### src/rtl/rst_seq_sys.sv
// rst_seq_sys: sequences debug, peripheral and core reset releases from one raw system reset;
// software requests re-sequence peripheral and core only, leaving the debug domain up.
module rst_seq_sys #(
    parameter int SYNC_STAGES = 2,
    parameter int HOLD_CYCLES = 16,
    parameter int CORE_DELAY  = 4
) (
    input  logic clk_sys,
    input  logic rst_sys_n,
    input  logic sw_rst_req_i,
    output logic rst_dbg_n_o,
    output logic rst_periph_n_o,
    output logic rst_core_n_o,
    output logic rst_done_o,
    output logic rst_cause_o
);
    localparam logic [2:0] S_RESET = 3'd0;
    localparam logic [2:0] S_HOLD  = 3'd1;
    localparam logic [2:0] S_DELAY = 3'd2;
    localparam logic [2:0] S_RUN   = 3'd3;
    localparam logic [2:0] S_SWRST = 3'd4;
    localparam logic [15:0] HOLD_LD = 16'(HOLD_CYCLES - 1);
    localparam logic [15:0] SW_LD   = 16'(HOLD_CYCLES > 1 ? HOLD_CYCLES - 2 : 0);
    localparam logic [15:0] CORE_LD = 16'(CORE_DELAY > 0 ? CORE_DELAY - 1 : 0);

    logic [SYNC_STAGES-1:0] sync;
    logic [2:0]             state;
    logic [15:0]            cnt;
    logic                   sw_hit;
    logic                   rel_p;

    assign rst_dbg_n_o = sync[SYNC_STAGES-1];
    assign sw_hit = sw_rst_req_i && (state == S_HOLD || state == S_DELAY || state == S_RUN);
    // SWRST skips HOLD entirely when a single hold cycle is already spent in SWRST itself
    assign rel_p = !sw_rst_req_i &&
                   ((state == S_HOLD && cnt == '0) || (state == S_SWRST && HOLD_CYCLES == 1));

    always_ff @(posedge clk_sys or negedge rst_sys_n) begin
        if (!rst_sys_n) begin
            sync           <= '0;
            state          <= S_RESET;
            cnt            <= '0;
            rst_periph_n_o <= 1'b0;
            rst_core_n_o   <= 1'b0;
            rst_done_o     <= 1'b0;
            rst_cause_o    <= 1'b0;
        end else begin
            sync <= {sync[SYNC_STAGES-2:0], 1'b1};
            if (sw_hit) begin
                state          <= S_SWRST;
                rst_periph_n_o <= 1'b0;
                rst_core_n_o   <= 1'b0;
                rst_done_o     <= 1'b0;
                rst_cause_o    <= 1'b1;
            end else if (rel_p) begin
                rst_periph_n_o <= 1'b1;
                if (CORE_DELAY == 0) begin
                    rst_core_n_o <= 1'b1;
                    rst_done_o   <= 1'b1;
                    state        <= S_RUN;
                end else begin
                    cnt   <= CORE_LD;
                    state <= S_DELAY;
                end
            end else if (state == S_RESET) begin
                // look one stage early so HOLD starts on the edge the debug reset releases
                if (sync[SYNC_STAGES-2]) begin
                    state <= S_HOLD;
                    cnt   <= HOLD_LD;
                end
            end else if (state == S_HOLD || state == S_DELAY) begin
                if (cnt != '0) begin
                    cnt <= cnt - 16'd1;
                end else begin
                    rst_core_n_o <= 1'b1;
                    rst_done_o   <= 1'b1;
                    state        <= S_RUN;
                end
            end else if (state == S_SWRST) begin
                if (!sw_rst_req_i) begin
                    cnt   <= SW_LD;
                    state <= S_HOLD;
                end
            end else if (state != S_RUN) begin
                state <= S_RESET;
            end
        end
    end
endmodule

### config.mk
export PLATFORM = sky130hd
export DESIGN_NAME = rst_seq_sys
export DESIGN_NICKNAME = d
export VERILOG_FILES = /design/src/rtl/rst_seq_sys.sv
export SDC_FILE = /design/constraint.sdc
export NUM_CORES = 1
export LEC_CHECK = 0
export BUFFER_PORTS_ARGS = -buffer_cell sky130_fd_sc_hd__buf_4
export CORE_MARGIN = 2
export CORE_UTILIZATION = 40
export CTS_CLUSTER_SIZE = 40
export DETAILED_ROUTE_END_ITERATION = 8
export SYNTH_ARGS = -nofsm -noshare
export SYNTH_HDL_FRONTEND = slang
export SYNTH_SLANG_ARGS = --single-unit
### constraint.sdc
create_clock -name clk_sys -period 6.2 [get_ports clk_sys]
set_input_delay 0.62 -clock clk_sys [delete_from_list [all_inputs] [get_ports clk_sys]]
set_output_delay 0.62 -clock clk_sys [all_outputs]
set_load 0.05 [all_outputs]
* Word-level counts from Yosys, hierarchy flattened
Cells that the tools add are included. W data, S select, Z words.
Word-level totals: bits in registers 24, word-level logic and storage cells 61, bits of input ports 3, output and inout bits 5
Operators by class: reductions and logical operators 16, bitwise operators 1, equality and inequality tests 14, mux-type cells 23, add/subtract/negate cells 1
Operators by type and width (number):
- $mux W16 | 7
- $mux W3 | 9
- $logic_not A16 Y1 | 1
- $reduce_bool A16 Y1 | 1
- $sub A16 B1 Y16 const B | 1
- $reduce_and A4 Y1 | 2
- $mux W1 | 7
- $eq A3 B2 Y1 const B | 2
- $ne A2 B2 Y1 const B | 3
- $ne A6 B4 Y1 const B | 1
- $reduce_bool A6 Y1 | 1
- $ne A5 B5 Y1 const B | 1
- $reduce_and A5 Y1 | 1
- $ne A4 B1 Y1 const B | 1
- $ne A4 B3 Y1 const B | 1
- $ne A4 B4 Y1 const B | 1
- $reduce_bool A2 Y1 | 2
- $reduce_bool A4 Y1 | 1
- $eq A3 B1 Y1 const B | 1
- $eq A3 B3 Y1 const B | 1
- $logic_and A1 B1 Y1 | 3
- $logic_not A3 Y1 | 1
- $ne A3 B2 Y1 const B | 1
- $ne A3 B3 Y1 const B | 1
- other kinds (3) | 4

* Depth between registers and ports, before layout
Gate-level depths: netlist of run 1.
depth in word-level cells 7, mapped depth 8

* Worst setup path before layout of run 1
Ideal clock, no wire load.
path type reg-to-reg, from register cnt[10], to register cnt[15], slack 3.930 ns, required time 6.079 ns, period minus slack after synthesis 2.270 ns, stages on the path, launching flop included 8, buffers on the path 2, arrival time 2.149 ns, path through dfrtp_1 -> or4_4 -> buf_6 -> or3_4 -> o31ai_4 -> buf_6 -> o21ai_1 -> a22o_1
On the way: cells in the longest elaborated chain, start to end 5
Ends and longest elaborated chain:
- start: declaration | RTL line 28 | logic [15:0] cnt;
- start signal: assignment | RTL line 73 | cnt <= cnt - 16'd1;
- $sub A16 B1 Y16 / $logic_not A16 Y1 (equally long branches) | RTL line 73, 36
- $mux W16 / $logic_and A1 B1 Y1 (equally long branches) | RTL line 72, 36
- $mux W16 / $logic_and A1 B1 Y1 (equally long branches) | RTL line 71, 35
- $mux W16, or another cell as far along | RTL line 65 | end else if (state == S_RESET) begin
- $mux W16 / $reduce_and A5 Y1 (equally long branches)
Parallel ways exist; a longest one is shown, timed or not. The select of a mux whose other input is x is not followed. A chain may end at the register's enable or synchronous reset.

* Worst setup path in the final report of run 1
from register cnt[10], to register cnt[7]
On the way: cells in the longest elaborated chain, start to end 5
Ends and longest elaborated chain:
- $logic_not A16 Y1 | RTL line 36 | ((state == S_HOLD && cnt == '0) || (state == S_SWRST && HOLD_CYCLES == 1));
- $logic_and A1 B1 Y1 | RTL line 36
- $logic_and A1 B1 Y1 | RTL line 35 | assign rel_p = !sw_rst_req_i &&
- $ne A4 B3 Y1 (no line), or another cell as far along
- $reduce_and A5 Y1 (no line)
Parallel ways exist; a longest one is shown, timed or not.

==> metrics.md, run 1 <==
| Metric | Value |
|---|---|
| Status | `finished clean` |
| Post-synth ARST share | `100%` |
| Period utilization | `approximately 44%` |
| Die H | `63.4 um` |
| Post-Route WL | `~2.8 mm` |
| Core area | `roughly 3400 um^2` |
| Peak VDD IR | `0.153 mV` |
| Combinational Power Share | `between 40% and 50%` |
| Synthesized area per cell | `around 9.3 um^2` |
| Area contributors post-synth | `dfrtp_1 43%, a22o_1 5.6%, nor2_1 4.8%` |
| Maxcap violations | `0` |
| Final hold violation count | `0` |
| Cell Area, Synth | `1410 um^2` |
| Post-cts sizing count | `0` |
| Max H-tree Level | `1` |
| Static Leakage | `0.670 nW` |
| DRT Pass-1 Iters | `5` |
| Most common library cell in the layout ignoring fill and taps | `dfrtp_1` |
| Min cycle time layout | `2.72 ns` |
| Max transition margin | `51.5%` |
| Pins Over Slew Limit | `0` |
| Routed via count | `1128` |
| TritonCTS Buffers | `3` |
| Unrepaired setup endpoints after global routing | `no` |
| Fin Clk Skew | `around 0.0096 ns` |
| FMAX | `367 MHz` |
| Vias/cell | `roughly 5.7` |
| Total gr overflow | `0` |
| Cells after Synth | `152` |
| Top FF cell, synth | `dfrtp_1` |
| Fin worst setup slack | `roughly 3.5 ns` |
| CP Class | `reg2reg` |
| Critical path fanouts, max | `15` |
| Final hold slack | `0.180 ns` |
| Commonest non-fill, non-tap cells in the layout | `24 x dfrtp_1, 18 x nor2_1, 11 x nor3_1` |
| Post-CTS Hold Buffers | `0` |
| Drt drc | `0` |
| Total number of yosys warnings | `0` |
| CTS tree | `yes` |
| Mapped Nets | `157` |
| Post-synth EDFFs | `0` |
| Switching power total | `0.237 mW` |
| Setup_tns | `0 ns` |
| Dpl ws | `3.52 ns` |
| Power Dens Cells | `357 nW/um^2` |
| Cell taking the most area after synthesis | `dfrtp_1` |
| Clock Latency Late Sink | `0.31 ns` |
| Pin count of the biggest net entering global routing | `25` |
| Detail Route Antenna Nets | `0` |
| Final setup vio count | `0` |
| Port bufs | `7` |
| Clock tree sinks | `24` |
| CP endpoint kind | `flip-flop` |
| First-pass GRT wire length | `5.10 mm` |
| Initial core utilization | `about two fifths` |
| FF+latch count, synth | `24` |
| Share of post-route cells with drive strength above 1 | `13.1%` |
| Top-Level Pins | `8` |
| Clk pwr share | `12.6%` |
| Seq/Total Area, Yosys | `42.6%` |
| Internal | `0.294 mW` |
| Distinct cells, synth | `46` |
| Synth-to-layout area growth | `5.77%` |
| Sw Share | `44.6%` |
| Worst EP arrival | `~3 ns` |
| Vias in the first global route | `1089` |
| CP required | `6.42 ns` |
| Cell row count | `21` |
| Maximum clock insertion buffer count | `2` |
| CTS root buffer | `clkbuf_4` |
| Worst-path clk slew | `between 0.1 and 0.15 ns` |
| Die area | `4020 um^2` |
| Postcts setup bufs | `0` |
| Drt wl/cell | `~14 um` |
| Initial antenna violation count | `0` |
| Die X | `63.4 um` |
| Drt initial violations | `48` |
| Antenna fix cells | `0` |
| GRT Overall Usage | `15.6%` |
| Crit path launch type | `flip-flop` |
| Dpl hpwl | `between 2 and 2.5 mm` |
| RePlAce Congestion | `0.798` |
| Fin nets | `160` |
| Post-synth top area share | `between 40% and 50%` |
| Flop pwr share | `40.9%` |
| Worst-margin pin slew | `approximately 0.73 ns` |
| HP Class | `in2async` |
-- cell families after synthesis --
group,Yosys count,synth area share [%]
fa+ha+maj,2,1.77
buf+inv,16,5.77
simple gates,60,24.0
mux,2,1.51
flops,24,42.6
xor+xnor,3,1.86
compound gates,44,22.2
other cells,1,0.266
-- layer usage --
layer | global-route usage (%) | vias to the layer above | wire, um
met2 | 23.7 | 13 | 1240
met4 | 5.16 | 0 | 18
li1 | - | 562 | -
met3 | 1.61 | 2 | 64
met1 | 23.2 | 551 | 1440
met5 | 0 | - | 0
-- synthesized netlist by cell type, types with 2 or more instances --
library cell	number
dfrtp_1	24
nor2_1	18
nor3_1	11
a22o_1	9
o21ai_1	7
o21ai_0	6
a21oi_1	5
inv_1	5
nand2_1	5
or3_1	5
clkbuf_1	4
nand3_1	4
nor2b_1	4
a31oi_1	3
nor4_1	3
a31o_2	2
buf_2	2
buf_6	2
ha_1	2
o22ai_1	2
o31ai_1	2
or4_4	2
xor2_1	2
-- sequential cells by signal, indices dropped and copies added (netlist names) --
name,count
cnt,16
state,3
sync,2
rst_cause_o,1
rst_done_o,1
rst_periph_n_o,1
-- area by class of cell --
cell class	count	area, um^2
Tap cell	46	57.6
Fill cell	351	1870
Clock buffer	3	22.5
Timing Repair Buffer	8	60.1
Inverter	6	22.5
Multi-Input combinational cell	112	728
Sequential cell	24	601
-- worst max-delay path, cell delays in order, from the launching register on --
cell	delay, ns
dfrtp_1	0.47
or4_4	0.59
or3_4	0.36
o31ai_4	0.55
nor2b_1	0.32
a32o_1	0.34
-- worst paths after layout --
path	from	end	slack [ns]	cells past startpoint
setup / recovery	cnt[10]	cnt[7]	3.48	5
hold / removal	rst_sys_n	cnt[10]	0.18	1
setup reg to reg	cnt[10]	cnt[7]	3.48	5
hold reg to reg	sync[0]	sync[1]	0.45	0
max in group asynchronous	rst_sys_n	cnt[0]	5.79	1
min in group clk_sys	sync[0]	sync[1]	0.45	0
-- power by group through the flow --
stage	logic, mW	registers, mW	clock network (mW)
after floorplan	0.220	0.213	0
after global placement	0.240	0.219	0
after detailed placement	0.248	0.220	0
after CTS	0.248	0.217	0.0728
after global routing	0.279	0.224	0.0799
final	0.247	0.217	0.0670
-- per-stage QoR --
step	util, %	power, mW	cells	instance area [um^2]
after global routing	44.3	0.583	199	1490
final	44.3	0.532	199	1490
after floorplan	-	0.432	152	1410
after global placement	43.7	0.459	196	1470
after CTS	44.3	0.538	199	1490
after detailed placement	43.7	0.468	196	1470
Note: power is estimated with default switching activity, not from simulation.
==> run 2: changes to the inputs <==
- clock period: 6.2 -> 2.4 ns (I/O delays scaled with it)
==> run 2 against run 1 <==
  * Power rose to 2.8 times the previous value
  * Worst setup slack worse by 3.4 ns
  * Count of clock-buffer cells in the layout unchanged
  * Critical path type unchanged
  * Critical endpoint is now cnt[4]
  * Largest cell class unchanged
==> metrics.md, run 2 (same netlist as run 1, synthesis figures left out) <==
| Metric | Value |
|---|---|
| Maximum clock insertion buffer count | `2 (unchanged)` |
| Worst EP arrival | `2.53 ns (was 2.94 ns)` |
| Share of post-route cells with drive strength above 1 | `18.8% (was 13.1%)` |
| CP Class | `reg2reg (unchanged)` |
| Total gr overflow | `0 (unchanged)` |
| Initial core utilization | `41.9% (unchanged)` |
| Fin worst setup slack | `0.0703 ns (was 3.48 ns)` |
| Fin nets | `172 (was 160)` |
| Max reg flops | `16 (unchanged)` |
| Crit path launch type | `flip-flop (unchanged)` |
| Die X | `63.4 um (unchanged)` |
| Post-Route WL | `3.14 mm (was 2.77 mm)` |
| Worst-path clk slew | `0.13 ns (about the same)` |
| Worst r2r path cells | `6 (was 5)` |
| Vias/cell | `5.71 (was 5.67)` |
| Hold depth | `2` |
| WP depth | `6 (was 5)` |
| TritonCTS Buffers | `3 (unchanged)` |
| Die H | `63.4 um (unchanged)` |
| GRT Overall Usage | `17.1% (was 15.6%)` |
| Total power | `1.48 mW (was 0.532 mW)` |
| Clock tree sinks | `24 (unchanged)` |
| HP Class | `in2reg (was in2async)` |
| Maxcap violations | `0 (unchanged)` |
| Finished Layout Cells | `211 (was 199)` |
| DRT Pass-1 Iters | `4 (was 5)` |
| CP required | `2.60 ns (was 6.42 ns)` |
| Pins Over Slew Limit | `0 (unchanged)` |
| CTS root buffer | `clkbuf_4 (unchanged)` |
| Final hold violation count | `0 (unchanged)` |
| Detail Route Antenna Nets | `0 (unchanged)` |
| Clock Latency Late Sink | `0.30 ns (was 0.31 ns)` |
| Static Leakage | `0.727 nW (was 0.670 nW)` |
| Initial antenna violation count | `0 (unchanged)` |
| Crit path buf inv count | `1 (was 0)` |
| Top-Level Pins | `8 (unchanged)` |
| Final setup vio count | `0 (unchanged)` |
| Fin Clk Skew | `0.00320 ns (was 0.00959 ns)` |
| Placed Cells | `207 (was 196)` |
| Period utilization | `97.1% (was 43.9%)` |
| Setup_tns | `0 ns (unchanged)` |
| Max transition margin | `44.3% (was 51.5%)` |
| Cell row count | `21 (unchanged)` |
| Postcts setup bufs | `0 (unchanged)` |
| CP cell instances | `or4_4 -> or3_4 -> o31ai_4 -> buf_4 -> o21ai_1 -> a22o_1 (was or4_4 -> or3_4 -> o31ai_4 -> nor2b_1 -> a32o_1)` |
| Power Dens Cells | `937 nW/um^2 (was 357 nW/um^2)` |
| Commonest non-fill, non-tap cells in the layout | `24 x dfrtp_1, 19 x buf_4, 18 x nor2_1 (was 24 x dfrtp_1, 18 x nor2_1, 11 x nor3_1)` |
| Vias in the first global route | `1190 (was 1089)` |
| Die area | `4020 um^2 (unchanged)` |
| Dpl hpwl | `2.22 mm (was 2.02 mm)` |
| Peak VDD IR | `0.508 mV (was 0.153 mV)` |
| Unrepaired setup endpoints after global routing | `yes (was no)` |
| Pin count of the biggest net entering global routing | `25 (unchanged)` |
| Worst-margin pin slew | `0.833 ns (was 0.726 ns)` |
| Largest regs | `cnt x16, state x3, sync x2 (unchanged)` |
| Cell family with most CP delay | `simple AND/OR/NAND/NOR gates (unchanged)` |
| Max H-tree Level | `1 (unchanged)` |
| Slowest cell on crit path | `or4_4 (unchanged)` |
| Routed via count | `1205 (was 1128)` |
| Most common library cell in the layout ignoring fill and taps | `dfrtp_1 (unchanged)` |
| Antenna fix cells | `0 (unchanged)` |
| Min cycle time layout | `2.33 ns (was 2.72 ns)` |
| First-pass GRT wire length | `5.48 mm (was 5.10 mm)` |
| CTS tree | `yes (unchanged)` |
| Core area | `3360 um^2 (unchanged)` |
| Status | `finished clean (unchanged)` |
| Port bufs | `7 (unchanged)` |
| Largest Register | `cnt (unchanged)` |
| RePlAce Congestion | `0.848 (was 0.798)` |
| FMAX | `429 MHz (was 367 MHz)` |
| Post-cts sizing count | `0 (unchanged)` |
| Dpl ws | `0.104 ns (was 3.52 ns)` |
| Synth-to-layout area growth | `12.3% (was 5.77%)` |
| CP endpoint kind | `flip-flop (unchanged)` |
| Critical path fanouts, max | `9 (was 15)` |
| Crit path largest cell delay | `0.60 ns (was 0.59 ns)` |
| Drt wl/cell | `14.9 um (was 13.9 um)` |
| Drt initial violations | `71 (was 48)` |
| Drt drc | `0 (unchanged)` |
-- run 2: path summary, 6_finish.rpt --
| kind | from | endpoint | slack, ns |
|---|---|---|---|
| min in group asynchronous | rst_sys_n | cnt[15] | 0.35 |
| worst min-delay path | sw_rst_req_i | state[1] | 0.11 |
| max in group asynchronous | rst_sys_n | state[1] | 1.82 |
| worst max-delay path | cnt[11] | cnt[4] | 0.07 |
| worst max register to register | cnt[11] | cnt[4] | 0.07 |
| worst min register to register | sync[0] | sync[1] | 0.46 |
-- run 2: final cells by class --
class                      count  area, um^2
tap                           46        57.6
timing repair buffer          20         153
multi-input combinational    112         728
inverter                       6        22.5
sequential                    24         601
clock buffer                   3        22.5
fill                         357        1780
-- run 2: worst reg2reg max path, stage by stage (launching register included) --
cell and delay (ns):
dfrtp_1 0.44, or4_4 0.60, or3_4 0.36, o31ai_4 0.26, buf_4 0.22, o21ai_1 0.09, a22o_1 0.25
-- run 2: timing repair --
item,in CTS,in global routing
hold endpoints to repair,24,0
endpoints found under the setup margin,0,3
hold buffers,1,0
-- run 2: routing by layer --
layer / global-route usage, % / part of all wire, %
met1: 24.0 / 49
met2: 27.6 / 47
met3: 1.96 / 2.7
met4: 5.43 / 0.67
met5: 0 / 0
-- run 2: stage by stage --
stage | utilization (%) | cell area (um^2) | hold slack, ns
after global routing | 47.1 | 1580 | 0.0972
after floorplan | - | 1410 | -0.0556
after global placement | 46.1 | 1550 | 0.157
final | 47.1 | 1580 | 0.110
after CTS | 47.1 | 1580 | 0.0968
after detailed placement | 46.1 | 1550 | 0.158
-- run 2: power breakdown --
group          switching (mW)  leakage [nW]  internal (mW)  total (mW)
clock network           0.114        0.0138         0.0586       0.172
registers              0.0691         0.303          0.460       0.529
logic                   0.471         0.410          0.312       0.782
total                   0.654         0.727          0.830        1.48
==> run 3: changes to the inputs <==
- BUFFER_PORTS_ARGS: -buffer_cell sky130_fd_sc_hd__buf_4 -> -buffer_cell sky130_fd_sc_hd__buf_2
==> run 3 against run 2 <==
  * Power decreased by 2.4%
  * Clock power about the same
  * Via count decreased by 0.91%
  * Die area unchanged
  * Worst setup slack improved by 0.0096 ns
  * Maximum frequency increased by 0.42%
  * Routed wire length decreased by 3.9%
  * Register-to-register slack about the same
  * Flip-flop and latch count unchanged
  * Combinational power decreased by 7.0%
  * Sequential power increased by 3%
  * Sequential share of layout area increased by 0.64 points
  * Critical endpoint is now cnt[10]
==> metrics.md, run 3 (same netlist as run 1, synthesis figures left out) <==
| Metric | Value |
|---|---|
| Status | `finished clean (unchanged)` |
| CP required | `2.62 ns (was 2.60 ns)` |
| Dpl hpwl | `2.17 mm (was 2.22 mm)` |
| Peak VDD IR | `0.391 mV (was 0.508 mV)` |
| CP cell instances | `or4_4 -> or3_4 -> o31ai_4 -> buf_4 -> o21ai_0 -> a22o_1 (was or4_4 -> or3_4 -> o31ai_4 -> buf_4 -> o21ai_1 -> a22o_1)` |
| Final hold slack | `0.114 ns (was 0.110 ns)` |
| Clock tree sinks | `24 (unchanged)` |
| Die area | `4020 um^2 (unchanged)` |
| Area of the multi-input gates | `731 um^2 (was 728 um^2)` |
| Routed via count | `1194 (was 1205)` |
| Total gr overflow | `0 (unchanged)` |
| Detail Route Antenna Nets | `0 (unchanged)` |
| Period utilization | `96.7% (was 97.1%)` |
| Postcts setup bufs | `0 (unchanged)` |
| Post-Route WL | `3.02 mm (was 3.14 mm)` |
| TritonCTS Buffers | `3 (unchanged)` |
| Drt initial violations | `46 (was 71)` |
| Storage element area | `601 um^2 (unchanged)` |
| Commonest non-fill, non-tap cells in the layout | `24 x dfrtp_1, 18 x nor2_1, 11 x nor3_1 (was 24 x dfrtp_1, 19 x buf_4, 18 x nor2_1)` |
| CTS tree | `yes (unchanged)` |
| Max reg flops | `16 (unchanged)` |
| Drt wl/cell | `14.4 um (was 14.9 um)` |
| Largest regs | `cnt x16, state x3, sync x2 (unchanged)` |
| Initial core utilization | `41.9% (unchanged)` |
| Share of post-route cells with drive strength above 1 | `18.4% (was 18.8%)` |
| CP Class | `reg2reg (unchanged)` |
| Largest Register | `cnt (unchanged)` |
| DRT Pass-1 Iters | `4 (unchanged)` |
| Fin area | `1560 um^2 (was 1580 um^2)` |
| M1 GR Usage | `23.7% (was 24.0%)` |
| FMAX | `431 MHz (was 429 MHz)` |
| HP Class | `in2reg (unchanged)` |
| Clock Latency Late Sink | `0.31 ns (was 0.30 ns)` |
| Drt drc | `0 (unchanged)` |
| Vias in the first global route | `1194 (was 1190)` |
| Maximum clock insertion buffer count | `2 (unchanged)` |
| Setup_tns | `0 ns (unchanged)` |
| Vias/cell | `5.71 (about the same)` |
| Top-Level Pins | `8 (unchanged)` |
| Initial antenna violation count | `0 (unchanged)` |
| Grt met3 use | `2.32% (was 1.96%)` |
| Critical path fanouts, max | `6 (was 9)` |
| Pin count of the biggest net entering global routing | `25 (unchanged)` |
| Static Leakage | `0.712 nW (was 0.727 nW)` |
| Antenna fix cells | `0 (unchanged)` |
| Maxcap violations | `0 (unchanged)` |
| Crit path largest cell delay | `0.61 ns (was 0.60 ns)` |
| Max H-tree Level | `1 (unchanged)` |
| Most common library cell in the layout ignoring fill and taps | `dfrtp_1 (unchanged)` |
| Fin nets | `170 (was 172)` |
| Power Dens Cells | `929 nW/um^2 (was 937 nW/um^2)` |
| Worst EP arrival | `2.54 ns (was 2.53 ns)` |
| Fin Clk Skew | `0.00469 ns (was 0.00320 ns)` |
| Core area | `3360 um^2 (unchanged)` |
| Slowest cell on crit path | `or4_4 (unchanged)` |
| First-pass GRT wire length | `5.47 mm (was 5.48 mm)` |
| Final setup vio count | `0 (unchanged)` |
| Met2 Usage GRT | `26.2% (was 27.6%)` |
| FILL cells | `342 (was 357)` |
| Worst-path clk slew | `0.12 ns (was 0.13 ns)` |
| Max transition margin | `64.5% (was 44.3%)` |
| RePlAce Congestion | `0.842 (was 0.848)` |
| Port bufs | `7 (unchanged)` |
| Synth-to-layout area growth | `10.5% (was 12.3%)` |
| Unrepaired setup endpoints after global routing | `no (was yes)` |
| CP endpoint kind | `flip-flop (unchanged)` |
| Post-DP Area | `1520 um^2 (was 1550 um^2)` |
| Cell row count | `21 (unchanged)` |
| GRT Overall Usage | `17.0% (was 17.1%)` |
| Die X | `63.4 um (unchanged)` |
| Global route hottest layer | `met2 (unchanged)` |
| Die H | `63.4 um (unchanged)` |
| Final hold violation count | `0 (unchanged)` |
| Pins Over Slew Limit | `0 (unchanged)` |
| Min cycle time layout | `2.32 ns (was 2.33 ns)` |
| CTS root buffer | `clkbuf_4 (unchanged)` |
| Worst-margin pin slew | `0.533 ns (was 0.833 ns)` |
| Crit path launch type | `flip-flop (unchanged)` |
[run 3: cell type report]
cell class | instances | share of cell area (%)
Clock buffer | 3 | 1.45
Multi-Input combinational cell | 112 | 46.9
Sequential cell | 24 | 38.6
Tap cell | 46 | 3.69
Timing Repair Buffer | 18 | 7.95
Inverter | 6 | 1.45
[run 3: stage by stage]
step / power [mW] / utilization [%] / setup slack (ns) / cells
after detailed placement: 1.26 / 45.2 / 0.102 / 205
after floorplan: 1.12 / - / 0.130 / 152
after global routing: 1.57 / 46.3 / 0.000874 / 209
after CTS: 1.44 / 46.1 / 0.0765 / 209
after global placement: 1.24 / 45.2 / 0.145 / 205
final: 1.45 / 46.3 / 0.0800 / 209
[run 3: final timing paths]
kind / from / end / slack (ns) / cells past startpoint
worst max-delay path: cnt[11] / cnt[10] / 0.08 / 6
worst min-delay path: sw_rst_req_i / state[1] / 0.11 / 2
worst max register to register: cnt[11] / cnt[10] / 0.08 / 6
worst min register to register: sync[0] / sync[1] / 0.45 / 0
max in group asynchronous: rst_sys_n / cnt[0] / 1.62 / 2
min in group asynchronous: rst_sys_n / cnt[15] / 0.42 / 2
[run 3: where the power goes]
group / switching [mW] / internal, mW
sequential: 0.0876 / 0.460
combinational: 0.439 / 0.288
clock: 0.115 / 0.0588
total: 0.641 / 0.807
[run 3: critical path: cells and delay by family, from the launching register on]
family,cells,cell delay (ns)
AND/OR/NAND/NOR,2,0.97
buffers and inverters,1,0.20
AO/OA/AOI/OAI,3,0.61
flip-flops,1,0.45
[run 3: metal layers]
metal | wire length, um | vias up
met5 | 0 | -
met2 | 1420 | 14
met3 | 52 | 7
met1 | 1490 | 589
li1 | - | 584
met4 | 53 | 0
[run 3: timing repair]
action / in CTS / in global routing
gates resized for setup: 0 / 2
setup endpoints to repair: 0 / 4
hold buffers: 1 / 0
endpoints found under the hold margin: 24 / 0
